## src/rtl/float_mul_sp.sv

```systemverilog
// float_mul_sp: IEEE-754 binary32 multiplier, round-to-nearest-even, flush-to-zero, one output register
//   clk   : rising-edge clock
//   rst_n : asynchronous active-low reset, clears out to +0
//   ain   : operand A (binary32)
//   bin   : operand B (binary32)
//   out   : product, registered one cycle after the operands are sampled
module float_mul_sp (
    input  logic        clk,
    input  logic        rst_n,
    input  logic [31:0] ain,
    input  logic [31:0] bin,
    output logic [31:0] out
);
    logic [31:0]        out_q, out_d;
    logic               sign, a_nan, b_nan, a_inf, b_inf, a_zero, b_zero;
    logic [47:0]        prod;
    logic [22:0]        mant;
    logic               guard, sticky;
    logic [23:0]        rnd;
    logic signed [9:0]  e_sum, exp_r;
    logic [31:0]        normal;
    always_comb begin
        sign   = ain[31] ^ bin[31];
        a_zero = ~|ain[30:23];
        b_zero = ~|bin[30:23];
        a_nan  = (&ain[30:23]) & (|ain[22:0]);
        b_nan  = (&bin[30:23]) & (|bin[22:0]);
        a_inf  = (&ain[30:23]) & ~(|ain[22:0]);
        b_inf  = (&bin[30:23]) & ~(|bin[22:0]);
        prod   = {24'b0, 1'b1, ain[22:0]} * {24'b0, 1'b1, bin[22:0]};
        e_sum  = $signed({2'b0, ain[30:23]}) + $signed({2'b0, bin[30:23]}) - 10'sd127;
        // a product in [2,4) takes one extra normalisation step
        mant   = prod[47] ? prod[46:24] : prod[45:23];
        guard  = prod[47] ? prod[23] : prod[22];
        sticky = prod[47] ? |prod[22:0] : |prod[21:0];
        // rnd[23] is the rounding carry; rnd[22:0] is already zero when it is set
        rnd    = {1'b0, mant} + 24'(guard & (sticky | mant[0]));
        exp_r  = e_sum + $signed({9'b0, prod[47]}) + $signed({9'b0, rnd[23]});
        normal = (exp_r >= 10'sd255) ? {sign, 8'hFF, 23'h0} :
                 (exp_r <= 10'sd0)   ? {sign, 31'h0} :
                                       {sign, exp_r[7:0], rnd[22:0]};
        out_d  = (a_nan | b_nan | (a_inf & b_zero) | (b_inf & a_zero)) ? 32'h7FC0_0000 :
                 (a_inf | b_inf)   ? {sign, 8'hFF, 23'h0} :
                 (a_zero | b_zero) ? {sign, 31'h0} :
                                     normal;
    end
    always_ff @(posedge clk or negedge rst_n) begin
        if (!rst_n) out_q <= 32'h0;
        else        out_q <= out_d;
    end
    assign out = out_q;
endmodule

```

## config.mk

```make
export PLATFORM = sky130hd
export DESIGN_NAME = float_mul_sp
export DESIGN_NICKNAME = d
export VERILOG_FILES = /design/src/rtl/float_mul_sp.sv
export SDC_FILE = /design/constraint.sdc
export NUM_CORES = 2
export LEC_CHECK = 0
export ABC_AREA = 1
export BUFFER_PORTS_ARGS = -buffer_cell sky130_fd_sc_hd__buf_2
export CORE_MARGIN = 5
export CORE_UTILIZATION = 50
export CTS_CLUSTER_SIZE = 40
export DETAILED_ROUTE_END_ITERATION = 10
export HOLD_SLACK_MARGIN = 0.03
export PLACE_DENSITY = 0.73
export SYNTH_ARGS = -nofsm -noshare
export SYNTH_HDL_FRONTEND = slang
export SYNTH_SLANG_ARGS = --single-unit
```

## constraint.sdc

```tcl
create_clock -name clk -period 0.99 [get_ports clk]
set_clock_uncertainty 0.05 [all_clocks]
set_input_delay 0.0495 -clock clk [delete_from_list [all_inputs] [get_ports clk]]
set_output_delay 0.0495 -clock clk [all_outputs]
set_load 0.02 [all_outputs]
```

==> impl_metrics.toml <==
[grt]
grt_pass1_vias = 22300
track_usage_pct = 24.9
antenna_found_initial = 0
grt_start_max_net_pins = 33
grt_pass1_wl_um = 106000
overflow = 0

[die]
die_h_um = 227
core_um2 = 46700
start_util_pct = 50.6
std_cell_rows = 79
die_area_um2 = 51600
die_w_um = 227
io_pins = 98

[critical_path]
required_ps = 1140
critPathCaptureType = "register"
crit_buf_inv = 13
slowest_stage = "fa_1"
cp.arrival_ps = 8570
cp_common_cell = "fa_1"
crit_type = "in -> reg"
cp_max_fo = 6
max_stage_delay_ps = 520
start_kind = "input port"
critPathTopFamily = "adder cells"

[clocking]
cts_buffers = 5
clk_pin_slew_ps = 50
clock-sinks = 32
root_buffer = "clkbuf_16"
cts_buffer_depth = 2
htreeDepth = 2
cts_tree = "built"

[logic_synthesis]
syn_inst = 3335
synthArstFlopShare_pct = 100
yosys.area.top_type = "fa_1"
syn_avg_cell_area_um2 = 7.07
synth-seq-area-share_pct = 3.39
synth_top_area_share_pct = 41.1
syn_nets = 4073
synth_enable_flop_cells = 0
ys_types = 43
ys_ff_latch = 32
yosys_warnings = 0
synth-main-ff-cell = "dfrtp_1"
synth_area_leaders = "fa_1 (41%), inv_1 (17%), nand2_1 (16%)"
syn_area_um2 = 23600

[sta]
rsz0062_at_grt = "yes"
tightest_slew_ps = 481
fmax_ghz = 0.119
fin_crit_ps = 8430
hold_violations = 0
hold_ws_ps = 207
setup_viol_count_final = 32
finalCritPeriodShare_pct = 851
setup_tns_ps = -228900
fin_ws_ps = -7440
max_slew_margin_pct = 67.7
slew_violations = 0

[cells_and_area]
fillers = 3951
final_util_pct = 63.7
largest_register_ffs = 32
diodes = 0
nNetsFinal = 4511
area_growth_syn_to_layout_pct = 26.0
drive_gt1_share_pct = 22.8

[min_path]
hold_class = "in -> async"

[detailed_routing]
routed_wirelength_um = 63600
drt_iter0_drc = 1217
drcViolationCount = 0
vias_per_cell = 4.85
ant_nets = 0
firstDrtPassIters = 6
vias = 21300
wl_per_cell_um = 14.5

[run_status]
outcome = "complete, but fails checks"
violations = "negative setup slack"

[placement]
numPortBuffers = 97
finalWeightedCongestion = 0.972
dpl.hpwl_um = 54500
place_ws_ps = -7940

[run]
maxCapViolCount = 0
## cell usage in the layout, fill, tap and decap left out, types with 39 or more instances in the layout
master   Yosys  layout
a21oi_1     48      39
buf_4        0     393
buf_6        2      42
ha_1       188     163
nand2_1    989     910
nor2_1     132      99
inv_1     1093    1046
nand2_2     33      90
fa_1       484     458
inv_2        5      50
buf_2        1      54
nand3_1     73      66
## through the flow
step | instances | area, um2
after CTS | 4362 | 28700
after floorplan | 3335 | 23900
after global placement | 4333 | 27700
final | 4380 | 29700
after detailed placement | 4333 | 27700
after global routing | 4380 | 29700
## layer usage
layer	wire length (um)	up-vias	global-route usage (%)
li1	-	10200	-
met1	26400	10400	33.6
met3	3650	117	2.22
met4	1780	0	5.44
met2	31800	617	44.1
met5	0	-	0
## what timing repair did
item / in CTS / in global routing
buffers inserted: 17 / 15
gates cloned: 3 / 4
hold endpoints to repair: 33 / 0
gates resized for setup: 178 / 246
pin swaps: 82 / 130
setup endpoints to repair: 32 / 32
hold buffers: 3 / 0
## final timing paths
kind	start	endpoint	slack (ps)	cells after the start
worst max-delay path	ain[10]	out[8]$_DFF_PN0_	-7440	48
worst min-delay path	rst_n	out[23]$_DFF_PN0_	210	3
max in group asynchronous	rst_n	out[4]$_DFF_PN0_	510	3
min in group clk	bin[23]	out[23]$_DFF_PN0_	410	5
## Yosys cell counts, types with 5 or more instances
master / count
nor2_2: 11
fa_1: 484
nand3_1: 73
nor2_1: 132
nor2_4: 10
ha_1: 188
nand4_1: 18
nor4_1: 17
o21bai_1: 6
inv_1: 1093
xnor2_1: 20
xor2_1: 20
o21ai_0: 15
nor3_1: 7
nand2_1: 989
a21oi_1: 48
dfrtp_1: 32
inv_2: 5
nand2_2: 33
clkbuf_1: 99
## kinds of logic (layout without fill, tap and decap cells)
group                      Yosys count  after routing  synth area share [%]
and+or+nand+nor                   1308           1309                  22.9
buffers and inverters             1202           1639                  19.3
AOI/OAI and AO/OA                   81             81                  1.94
DFF                                 32             32                  3.39
adders and majority gates          672            672                  51.0
xor gates and xnor gates            40             40                  1.49
## cell type report
| class | count | area, um2 | share of cell area (%) |
|---|---|---|---|
| timing repair buffer | 533 | 4460 | 15.0 |
| multi-input combinational | 2102 | 19400 | 65.3 |
| sequential | 32 | 801 | 2.69 |
| inverter | 1098 | 4130 | 13.9 |
| clock buffer | 7 | 153 | 0.513 |
| timing repair inverter | 1 | 7.51 | 0.0253 |
| tap | 607 | 759 | 2.55 |
Power is left out: the tool's default activity adds up to more than one toggle a clock period on the data nets, which glitch-free logic cannot reach.
